### src/rtl/edge_extract.sv
// edge_extract: raster pixel stream -> gradient edge detector -> show-ahead
// coordinate FIFO for the Hough voting stage. One pixel per clock, never
// stalls; entries are dropped (and Overflow latched) when the FIFO is full.
module edge_extract #(
  parameter int COLS       = 10,
  parameter int ROWS       = 10,
  parameter int CW         = 8,
  parameter int THRESH     = 60,
  parameter int FIFO_DEPTH = 16
) (
  input  logic          Clk,
  input  logic          nReset,
  input  logic [7:0]    Pixel,
  input  logic          Frame,
  input  logic          Line,
  input  logic          Edge_Ready,
  output logic          Edge_Valid,
  output logic [CW-1:0] Edge_X,
  output logic [CW-1:0] Edge_Y,
  output logic          Edge_Hit,
  output logic          Edge_Eof,
  output logic          Overflow,
  output logic          Sync_Err
);

  localparam int AW = (FIFO_DEPTH > 1) ? $clog2(FIFO_DEPTH) : 1;
  localparam int BW = (COLS > 1) ? $clog2(COLS) : 1;
  localparam int EW = 2 * CW + 2;
  localparam logic [CW-1:0] LAST_COL = CW'(COLS - 1);
  localparam logic [CW-1:0] LAST_ROW = CW'(ROWS - 1);

  typedef enum logic {WAIT_FRAME, RUN} state_t;

  state_t        r_state;
  logic [CW-1:0] r_col;
  logic [CW-1:0] r_row;
  logic          r_sync_err;

  logic          w_pix_valid;
  logic          w_sync_hit;
  logic [CW-1:0] w_x;
  logic [CW-1:0] w_y;
  logic [CW-1:0] w_row_inc;
  logic [CW-1:0] w_x_next;
  logic [CW-1:0] w_y_next;
  logic [BW-1:0] w_buf_idx;

  // Resolve the position of the incoming pixel from counters and markers
  always_comb begin
    w_pix_valid = 1'b0;
    w_sync_hit  = 1'b0;
    w_x         = r_col;
    w_y         = r_row;
    w_row_inc   = (r_row == LAST_ROW) ? '0 : r_row + 1'b1;
    case (r_state)
      WAIT_FRAME: begin
        if (Frame) begin
          w_pix_valid = 1'b1;
          w_x         = '0;
          w_y         = '0;
        end
      end
      RUN: begin
        w_pix_valid = 1'b1;
        if (Frame) begin
          // A frame marker always re-anchors to the origin.
          w_sync_hit = (r_col != '0) || (r_row != '0);
          w_x        = '0;
          w_y        = '0;
        end else if (Line && (r_col != '0)) begin
          // Early line marker: start the next row right away.
          w_sync_hit = 1'b1;
          w_x        = '0;
          w_y        = w_row_inc;
        end
      end
      default: begin
        w_pix_valid = 1'b0;
      end
    endcase
    w_x_next  = (w_x == LAST_COL) ? '0 : w_x + 1'b1;
    w_y_next  = (w_x == LAST_COL) ? ((w_y == LAST_ROW) ? '0 : w_y + 1'b1) : w_y;
    w_buf_idx = w_x[BW-1:0];
  end

  // Raster-position FSM with sticky sync error
  always_ff @(posedge Clk or posedge nReset) begin
    if (nReset) begin
      r_state    <= WAIT_FRAME;
      r_col      <= '0;
      r_row      <= '0;
      r_sync_err <= 1'b0;
    end else begin
      if (w_pix_valid) begin
        r_state <= RUN;
        r_col   <= w_x_next;
        r_row   <= w_y_next;
      end
      if (w_sync_hit) begin
        r_sync_err <= 1'b1;
      end
    end
  end

  assign Sync_Err = r_sync_err;

  // One row of history; contents survive reset (rewritten before use)
  logic [7:0] r_line_buf [COLS];

  // Line buffer write: the read of the same slot happens in stage 1 below
  always_ff @(posedge Clk) begin
    if (w_pix_valid) begin
      r_line_buf[w_buf_idx] <= Pixel;
    end
  end

  logic          r_s1_valid;
  logic [7:0]    r_s1_pix;
  logic [7:0]    r_s1_left;
  logic [7:0]    r_s1_up;
  logic [CW-1:0] r_s1_x;
  logic [CW-1:0] r_s1_y;
  logic [7:0]    r_left;

  // Stage 1: capture pixel, its left and up neighbours, and its position
  always_ff @(posedge Clk or posedge nReset) begin
    if (nReset) begin
      r_left     <= '0;
      r_s1_valid <= 1'b0;
      r_s1_pix   <= '0;
      r_s1_left  <= '0;
      r_s1_up    <= '0;
      r_s1_x     <= '0;
      r_s1_y     <= '0;
    end else begin
      r_left     <= Pixel;
      r_s1_valid <= w_pix_valid;
      r_s1_pix   <= Pixel;
      r_s1_left  <= r_left;
      r_s1_up    <= r_line_buf[w_buf_idx];
      r_s1_x     <= w_x;
      r_s1_y     <= w_y;
    end
  end

  logic [7:0] w_gx;
  logic [7:0] w_gy;
  logic [8:0] w_mag;
  logic       w_hit;
  logic       w_eof;

  // Gradient magnitude and entry classification
  always_comb begin
    w_gx  = (r_s1_pix >= r_s1_left) ? r_s1_pix - r_s1_left : r_s1_left - r_s1_pix;
    w_gy  = (r_s1_pix >= r_s1_up)   ? r_s1_pix - r_s1_up   : r_s1_up - r_s1_pix;
    w_mag = {1'b0, w_gx} + {1'b0, w_gy};
    w_hit = (r_s1_x != '0) && (r_s1_y != '0) && (w_mag >= 9'(THRESH));
    w_eof = (r_s1_x == LAST_COL) && (r_s1_y == LAST_ROW);
  end

  logic          r_s2_we;
  logic [CW-1:0] r_s2_x;
  logic [CW-1:0] r_s2_y;
  logic          r_s2_hit;
  logic          r_s2_eof;

  // Stage 2: register the candidate FIFO entry
  always_ff @(posedge Clk or posedge nReset) begin
    if (nReset) begin
      r_s2_we  <= 1'b0;
      r_s2_x   <= '0;
      r_s2_y   <= '0;
      r_s2_hit <= 1'b0;
      r_s2_eof <= 1'b0;
    end else begin
      r_s2_we  <= r_s1_valid && (w_hit || w_eof);
      r_s2_x   <= r_s1_x;
      r_s2_y   <= r_s1_y;
      r_s2_hit <= w_hit;
      r_s2_eof <= w_eof;
    end
  end

  logic [EW-1:0] r_mem [FIFO_DEPTH];
  logic [AW:0]   r_wr_ptr;
  logic [AW:0]   r_rd_ptr;
  logic          r_overflow;
  logic          w_empty;
  logic          w_full;
  logic          w_pop;
  logic          w_push;
  logic [EW-1:0] w_head;

  // FIFO status; a full FIFO still accepts when the head leaves this cycle
  always_comb begin
    w_empty = (r_wr_ptr == r_rd_ptr);
    w_full  = (r_wr_ptr[AW] != r_rd_ptr[AW]) && (r_wr_ptr[AW-1:0] == r_rd_ptr[AW-1:0]);
    w_pop   = !w_empty && Edge_Ready;
    w_push  = r_s2_we && (!w_full || w_pop);
    w_head  = r_mem[r_rd_ptr[AW-1:0]];
  end

  // FIFO storage write
  always_ff @(posedge Clk) begin
    if (w_push) begin
      r_mem[r_wr_ptr[AW-1:0]] <= {r_s2_x, r_s2_y, r_s2_hit, r_s2_eof};
    end
  end

  // FIFO pointers and sticky overflow
  always_ff @(posedge Clk or posedge nReset) begin
    if (nReset) begin
      r_wr_ptr   <= '0;
      r_rd_ptr   <= '0;
      r_overflow <= 1'b0;
    end else begin
      if (w_push) begin
        r_wr_ptr <= r_wr_ptr + 1'b1;
      end
      if (w_pop) begin
        r_rd_ptr <= r_rd_ptr + 1'b1;
      end
      if (r_s2_we && !w_push) begin
        r_overflow <= 1'b1;
      end
    end
  end

  assign Overflow = r_overflow;

  // Show-ahead head presentation; fields read 0 while empty
  always_comb begin
    Edge_Valid = !w_empty;
    Edge_X     = '0;
    Edge_Y     = '0;
    Edge_Hit   = 1'b0;
    Edge_Eof   = 1'b0;
    if (!w_empty) begin
      Edge_X   = w_head[EW-1:CW+2];
      Edge_Y   = w_head[CW+1:2];
      Edge_Hit = w_head[1];
      Edge_Eof = w_head[0];
    end
  end

endmodule
### config.mk
export PLATFORM = sky130hd
export DESIGN_NAME = edge_extract
export DESIGN_NICKNAME = d
export VERILOG_FILES = /design/src/rtl/edge_extract.sv
export SDC_FILE = /design/constraint.sdc
export NUM_CORES = 1
export LEC_CHECK = 0
export BUFFER_PORTS_ARGS = -buffer_cell sky130_fd_sc_hd__buf_2
export CORE_MARGIN = 2
export CORE_UTILIZATION = 39
export DETAILED_ROUTE_END_ITERATION = 10
export PLACE_DENSITY = 0.63
export RECOVER_POWER = 25
export SLEW_MARGIN = 30
export SYNTH_ARGS = -nofsm -noshare
export SYNTH_HDL_FRONTEND = slang
export SYNTH_SLANG_ARGS = --single-unit
### constraint.sdc
create_clock -name Clk -period 3.7 [get_ports Clk]
set_clock_uncertainty 0.1 [all_clocks]
set_input_delay 0.185 -clock Clk [delete_from_list [all_inputs] [get_ports Clk]]
set_output_delay 0.185 -clock Clk [all_outputs]
set_load 0.005 [all_outputs]
== Yosys cells after proc, flatten, opt, wreduce, memory -nomap -nowiden ==
Memories as Yosys holds them, arrays and structs flattened. A register that Yosys moved wholly into a read port is not among the register bits.
Index checks and enable logic that the tools add are counted.
Storage, ports and cells
  output and inout port bits: 21
  memories: 2
  RAM bits: 368
  word-level logic and storage cells: 87
  register bits: 81
Cells by class
  magnitude comparators: 3
  multiplexer cells: 27
  reduce and logical (&&, ||, !) cells: 19
  $add $sub $neg: 10
  bitwise logic cells: 1
  equal/unequal tests: 8
Memory list
  r_mem: depth 16, width 18, read ports 1, clocked after Yosys merged registers in 0, write ports 1, RTL line 184  | logic [EW-1:0] r_mem [FIFO_DEPTH];
  r_line_buf: depth 10, width 8, read ports 1, clocked after Yosys merged registers in 1, write ports 1, RTL line 108  | logic [7:0] r_line_buf [COLS];
Operator list (number)
  8-bit two-way mux: 14
  8-bit by 4-bit == test with 1-bit output, second input constant: 5
  8-bit case mux with 2 select lines: 2
  8-bit nonzero test: 4
  8-bit subtractor: 4
  8-bit by 1-bit adder with 8-bit output, second input constant: 3
  8-bit >= comparator: 2
  5-bit by 1-bit adder with 5-bit output, second input constant: 2
  1-bit two-way mux: 10
  8-bit by 8-bit adder with 9-bit output: 1
  9-bit by 6-bit >= comparator with 1-bit output, second input constant: 1
  1-bit logical AND: 9
  5-bit == test: 1
  4-bit == test: 1
  1-bit zero test: 3
  1-bit logical OR: 3
  1-bit case mux with 2 select lines: 1
  1-bit inequality test: 1
  1-bit NOT: 1

== Logic depth before layout (Yosys ltp) ==
Gate-level depths: netlist of the first run.
  word-level depth: 8
  depth in mapped cells: 18

== Worst setup path after synthesis of the first run ==
No wires, ideal clock.
  kind: register to register
  start: reg r_left[0] (netlist name)
  end: reg r_s2_we
  library setup time: 0.119 ns
  path slack: -0.275 ns
  arrival time: 3.756 ns
  stages on the path, launching flop included: 17
  required time: 3.481 ns
  cells stage by stage: dfrtp_1 > inv_1 > ha_1 > inv_1 > fa_1 > a21o_1 > a21oi_1 > a211oi_1 > nor2_2 > mux2_2 > fa_1 > a21o_1 > a211oi_1 > or3_1 > nand3_1 > o31a_1 > o21a_1
RTL lines
  end signal: assignment: RTL line 176  | r_s2_we <= r_s1_valid && (w_hit || w_eof);
  end: declaration: RTL line 161  | logic r_s2_we;

==> results.toml, run 1 <==
[status]
status = "complete, but fails checks"
violations = "capacitance limit, slew limit, setup timing"

[drt]
routed_wl_um = 41600
first_pass_iters = 5
post_drt_wl_per_cell_um = 20.4
drtIter0Drc = 783
drcViolationCount = 0
vias = 10800
ant_nets = 0
viasPerCell = 5.28

[cts]
htreeDepth = 2
clock_path_buffers = 3
clock_sinks = 457
clk_pin_slew_ns = 0.06
cts_root_buf = "clkbuf_16"
clk_latency_ns = 0.59
cts_tree = "built"
cts_made_buffers = 46

[global_routing]
grt-ovfl-total = 0
grt_max_degree = 76
grt_pass1_vias = 11100
grt_util_all_layers_pct = 16.2
grt_pass1_wl_um = 65000
antenna_found_initial = 0

[setup_path]
required_ns = 4.08
rr_worst_depth = 18
critPathTopFamily = "compound AO/OA/AOI/OAI gates"
cp-end-kind = "flop"
cpMaxStageDelayCell = "dfrtp_1"
startpoint_type = "flop"
critical_path.max_fanout = 4
worst_path_largest_cell_delay_ns = 0.38
crit_type = "reg2reg"
arrival_ns = 4.19
worstPathCellList = "inv_2, ha_4, inv_2, fa_2, a21o_1, a21oi_2, a211oi_2, nor2_4, buf_6, mux2i_1, xnor2_1, ha_1, a21o_1, a211oi_2, or3_1, nand3_1, o31a_1, o21a_1"
cp.depth = 18
path_buf_inv = 3

[placed_design]
place_ws_ns = -0.198
portBuffers = 33
placed_cell_area_um2 = 21000
gp_congestion = 0.858
dp_cells = 1932
place_hpwl_um = 25700

[synthesis]
netlist.area_leader.share_pct = 56.6
ys_seq_area_share_pct = 68.0
syn_area_per_cell_um2 = 16.2
synth_xor_area_share_pct = 1.48
synth_fa_ha_area_share_pct = 3.84
yosysTopAreaCell = "edfxtp_1"
yosys_warnings = 0
synth_most_common_cell = "edfxtp_1"
ys_top_cells_by_area = "edfxtp_1 (57%), dfrtp_1 (11%), mux4_2 (10%), ha_1 (3.3%), nand2_1 (1.6%)"
synthSimpleGateAreaFrac_pct = 7.42
synth-edff-count = 368
syn-instance-count = 1203
synth_top_family_by_area = "multiplexers"
synth_compound_area_share_pct = 5.81
syn-cell-area_um2 = 19500
synth_cell_type_count = 73
synth_common_cells = "edfxtp_1 (368), mux4_2 (90), dfrtp_1 (89), nand2_1 (83)"
muxShareOfSynthArea_pct = 11.4
syn_nets = 1273
synth-main-ff-cell = "edfxtp_1"
async_flop_share_pct = 19.5
synth-seq-cells = 457

[final_layout]
finalInstanceArea_um2 = 22800
antenna_cells = 0
drive_gt1_share_pct = 24.2
final_nets = 1403
final_core_util_pct = 45.9
fin_cells = 2042
fillers = 4278
areaGrowthSynthToFinish_pct = 16.8

[power]
ir_drop_v = 0.000443
power_leakage_nw = 8.05
power_density_nw_per_um2 = 611

[die]
design.core.area_um2 = 49800
die_w_um = 228
pin_count = 34
die_y_um = 228
row_count = 82
die_area_um2 = 51900
start_util_pct = 39.3

[min_path]
min_path_cells = 4
hold_class = "in2reg"

[timing]
setup_viol = 1
period_needed_ns = 3.81
tightest_slew_ns = 2.11
clock.fmax_ghz = 0.262
finalMaxSlewViolations = 44
report.final.hold_viol_count = 0
fin_crit_sh_pct = 103
slew_headroom_pct = -41.4
setup_ws_ns = -0.113
rsz0062_at_grt = "yes"

[run]
cap_violations = 1
-- where the power goes --
part           switching, W  leakage [nW]  internal (W)
registers          0.000156          4.41       0.00573
logic               0.00177          2.95       0.00187
clock network       0.00189         0.689       0.00254
total               0.00381          8.05        0.0101
-- final timing paths --
path | to | start | slack, ns
min | Sync_Err$_DFFE_PP0P_ | Line | 0.07
max in group asynchronous | r_rd_ptr[0]$_DFFE_PP0P_ | nReset | 1.72
min in group asynchronous | r_left[1]$_DFF_PP0_ | nReset | 0.61
max reg2reg | r_s2_we$_DFF_PP0_ | r_left[0]$_DFF_PP0_ | -0.11
max | r_s2_we$_DFF_PP0_ | r_left[0]$_DFF_PP0_ | -0.11
min reg2reg | r_s2_y[7]$_DFF_PP0_ | r_s1_y[7]$_DFF_PP0_ | 0.24
-- layout make-up --
cell class                 instances  area, um2  share of cell area [%]
clock buffer                      66       1240                    5.42
clock inverter                    19        198                   0.866
inverter                          54        204                   0.893
multi-input combinational        639       6100                    26.7
sequential                       457      13300                    58.2
tap                              672        841                    3.68
timing repair buffer             135        956                    4.19
-- worst register-to-register path, delay by kind of cell, from the launching register on --
family | cells | cell delay [ns]
AOI/OAI and AO/OA | 7 | 1.41
xor gates and xnor gates | 1 | 0.15
adders and majority gates | 3 | 0.75
buffers and inverters | 3 | 0.26
DFF | 1 | 0.38
muxes | 1 | 0.20
and+or+nand+nor | 3 | 0.44
-- through the flow --
stage / power (W) / hold slack [ns] / TNS (ns)
2_1_floorplan: 0.00838 / 0.116 / 0
3_3_place_gp: 0.00945 / 0.217 / -0.113
3_5_place_dp: 0.00948 / 0.216 / -0.216
4_1_cts: 0.0140 / 0.0387 / -0.123
5_1_grt: 0.0147 / 0.0822 / -0.327
6_report: 0.0140 / 0.0713 / -0.113
-- cell usage in the layout, fill, tap and decap left out, types with 12 or more instances in the layout --
cell	n
buf_2	24
o21ai_0	29
nand3_1	23
nor2_1	29
o22ai_1	14
edfxtp_1	368
clkinv_1	12
clkbuf_16	46
and3_1	14
a211oi_1	18
a21oi_1	24
clkbuf_1	31
xnor2_1	23
nor2b_1	37
dfrtp_1	86
a31oi_1	15
mux4_2	90
nand2_1	82
and2_1	13
inv_1	48
ha_1	49
buf_4	85
-- timing repair --
| action | 4_1_cts | 5_1_grt |
|---|---|---|
| endpoints found under the setup margin | 2 | 2 |
| setup buffers | 12 | 5 |
| pin swaps | 17 | 24 |
| cloned | 0 | 0 |
| hold buffers | 11 | 0 |
| resized for setup | 19 | 28 |
| hold endpoints to repair | 139 | 0 |
-- kinds of logic (layout without fill, tap and decap cells) --
family          count (synthesis)  count (layout)
buf+inv                       107             274
fa+ha+maj                      57              57
simple gates                  271             271
compound gates                169             169
flops                         457             457
xor+xnor                       33              33
mux                           109             109
-- sequential cells by signal, summed over array words and instances (netlist names) --
signal      count
r_mem         288
r_line_buf     80
r_col           8
r_left          8
r_row           8
r_s1_left       8
r_s1_up         8
r_s1_x          8
r_s1_y          8
r_s2_x          8
r_s2_y          8
r_rd_ptr        5
r_wr_ptr        5
Overflow        1
Sync_Err        1
r_s1_valid      1
r_s2_eof        1
r_s2_hit        1
r_s2_we         1
r_state         1
-- per-layer routing --
metal | vias up | wire (um) | global-route usage, %
met2 | 296 | 21400 | 28.3
met1 | 5503 | 17200 | 20.8
met4 | 0 | 806 | 4.46
met5 | - | 0 | 0
met3 | 65 | 2230 | 2.68
li1 | 4922 | - | -
(Power assumes the default switching activity.)
==> run 2: changes to the inputs <==
--- a/config.mk
+++ b/config.mk
@@ -9,7 +9,6 @@
 export CORE_MARGIN = 2
 export CORE_UTILIZATION = 39
 export DETAILED_ROUTE_END_ITERATION = 10
-export PLACE_DENSITY = 0.63
 export RECOVER_POWER = 25
 export SLEW_MARGIN = 30
 export SYNTH_ARGS = -nofsm -noshare
==> run 2 against run 1 <==
  * The flow still finishes with violations (capacitance limit, slew limit, setup timing)
  * Final area is 0.16% lower
  * Clock power is 6.5% higher
  * Critical path depth is 4 lower
  * Hold slack better by 0.18 ns
  * Sequential share of layout area is 0.092 points higher
  * Via count is 1.1% lower
  * Sequential power is 0.7% higher
  * Die area stayed put
  * Flip-flop and latch count stayed put
  * Critical endpoint unchanged
  * Largest cell class unchanged
  * Largest power group unchanged
  * Highest routed layer unchanged
==> results.toml, run 2 (synthesized netlist as in run 1, its figures left out) <==
[placed_design]
portBuffers = 33
gp_congestion = 0.860
place_hpwl_um = 26000
dp_cells = 1929

[cts]
clock_sinks = 457
clock_path_buffers = 3
htreeDepth = 2
cts_tree = "built"
clk_latency_ns = 0.59
cts_root_buf = "clkbuf_16"
cts_made_buffers = 47
clk_pin_slew_ns = 0.06

[setup_path]
critPathTopFamily = "compound AO/OA/AOI/OAI gates"
required_ns = 4.07
crit_type = "reg2reg"
worstPathCellList = "buf_4, ha_1, nand4_1, a31oi_1, a211oi_2, or3b_2, a31oi_2, nor3_1, a311oi_2, ha_1, buf_4, a21boi_2, o31a_1, o21a_1"
cpMaxStageDelayCell = "or3b_2"
cp-end-kind = "flop"
startpoint_type = "flop"
critical_path.max_fanout = 3
path_buf_inv = 2
worst_path_largest_cell_delay_ns = 0.50
arrival_ns = 4.10

[timing]
setup_tns_ns = -0.0295
rsz0062_at_grt = "yes"
finalMaxSlewViolations = 75
period_needed_ns = 3.73
report.final.hold_viol_count = 0
setup_viol = 1
fin_crit_sh_pct = 101
tightest_slew_ns = 1.63
clock.fmax_ghz = 0.268
setup_ws_ns = -0.0295
slew_headroom_pct = -8.38
fin_hold_ws_ns = 0.253

[drt]
vias = 10700
routed_wl_um = 41900
viasPerCell = 5.25
ant_nets = 0
drtIter0Drc = 821
first_pass_iters = 5
post_drt_wl_per_cell_um = 20.6
drcViolationCount = 0

[final_layout]
drive_gt1_share_pct = 23.9
fillers = 4334
multi_input_comb_area_um2 = 6030
largest_reg_flops = 288
layout_commonest_cell = "edfxtp_1"
fin_cells = 2031
areaGrowthSynthToFinish_pct = 16.6
seq_area_um2 = 13300
final_nets = 1391
final_cell_mix = "edfxtp_1 (368), mux4_2 (90), dfrtp_1 (86), nand2_1 (83), buf_4 (74)"
antenna_cells = 0
final_core_util_pct = 45.8

[status]
status = "complete, but fails checks"
violations = "capacitance limit, slew limit, setup timing"

[die]
start_util_pct = 39.3
row_count = 82
die_w_um = 228
die_area_um2 = 51900
design.core.area_um2 = 49800
die_y_um = 228
pin_count = 34

[power]
netSwitchingFraction_pct = 27.1
intPower_w = 0.0103
p_switching_w = 0.00384
pwr-share-clk_pct = 33.4
pwr-share-seq_pct = 41.9
ir_drop_v = 0.000514
power_leakage_nw = 8.05
comb_power_share_pct = 24.7
finalPower_w = 0.0141
power_density_nw_per_um2 = 620

[run]
cap_violations = 1

[global_routing]
grt_util_all_layers_pct = 16.1
grt_pass1_vias = 11000
grt_pass1_wl_um = 64500
antenna_found_initial = 0
grt_max_degree = 76
grt-ovfl-total = 0

[min_path]
hold_class = "reg2reg"
## run 2: repair_timing
| action | CTS | global route |
|---|---|---|
| endpoints found under the setup margin | 1 | 2 |
| hold buffers | 12 | 0 |
| resized for setup | 9 | 22 |
| buffers inserted | 1 | 2 |
| pin swaps | 12 | 8 |
| hold endpoints to repair | 172 | 0 |
## run 2: final cells by class
class / count / share of cell area [%]
sequential: 457 / 58.3
multi-input combinational: 639 / 26.5
timing repair buffer: 122 / 3.76
inverter: 54 / 0.906
clock buffer: 73 / 6.03
clock inverter: 14 / 0.846
tap: 672 / 3.69
## run 2: power by group through the flow
stage	Clock, W	Combinational [W]	Sequential [W]
after floorplan	0	0.00247	0.00592
after global placement	0	0.00341	0.00602
after detailed placement	0	0.00343	0.00603
after CTS	0.00483	0.00348	0.00593
after global routing	0.00502	0.00382	0.00595
final	0.00472	0.00349	0.00593
## run 2: routing by layer
layer / GRT usage (%) / wire length, um / vias to the layer above
met2: 26.4 / 20400 / 220
met5: 0 / 0 / -
met3: 2.84 / 1980 / 52
met1: 22.3 / 18800 / 5503
li1: - / - / 4894
met4: 4.42 / 721 / 0
## run 2: worst register-to-register path, delay by kind of cell (launching register included)
| family | cells | cell delay [ns] |
|---|---|---|
| AOI/OAI and AO/OA | 7 | 1.51 |
| adders and majority gates | 2 | 0.61 |
| buffers and inverters | 2 | 0.29 |
| DFF | 1 | 0.39 |
| and+or+nand+nor | 3 | 0.71 |
## run 2: worst paths after layout
| check | start | to | slack [ns] | cells after the start |
|---|---|---|---|---|
| max | r_left[0]$_DFF_PP0_ | r_s2_we$_DFF_PP0_ | -0.03 | 14 |
| min | r_s1_x[5]$_DFF_PP0_ | r_s2_x[5]$_DFF_PP0_ | 0.25 | 0 |
| max reg2reg | r_left[0]$_DFF_PP0_ | r_s2_we$_DFF_PP0_ | -0.03 | 14 |
| min reg2reg | r_s1_x[5]$_DFF_PP0_ | r_s2_x[5]$_DFF_PP0_ | 0.25 | 0 |
| max in group asynchronous | nReset | r_rd_ptr[1]$_DFFE_PP0P_ | 1.95 | 3 |
| min in group asynchronous | nReset | r_s1_left[1]$_DFF_PP0_ | 0.48 | 3 |
## run 2: through the flow
stage               cell area, um2  worst slack (ns)
floorplan                    19600            0.0114
global placement             21000           -0.0676
detailed placement           21000            -0.123
CTS                          22700           -0.0733
global route                 22800            -0.180
finish                       22800           -0.0295
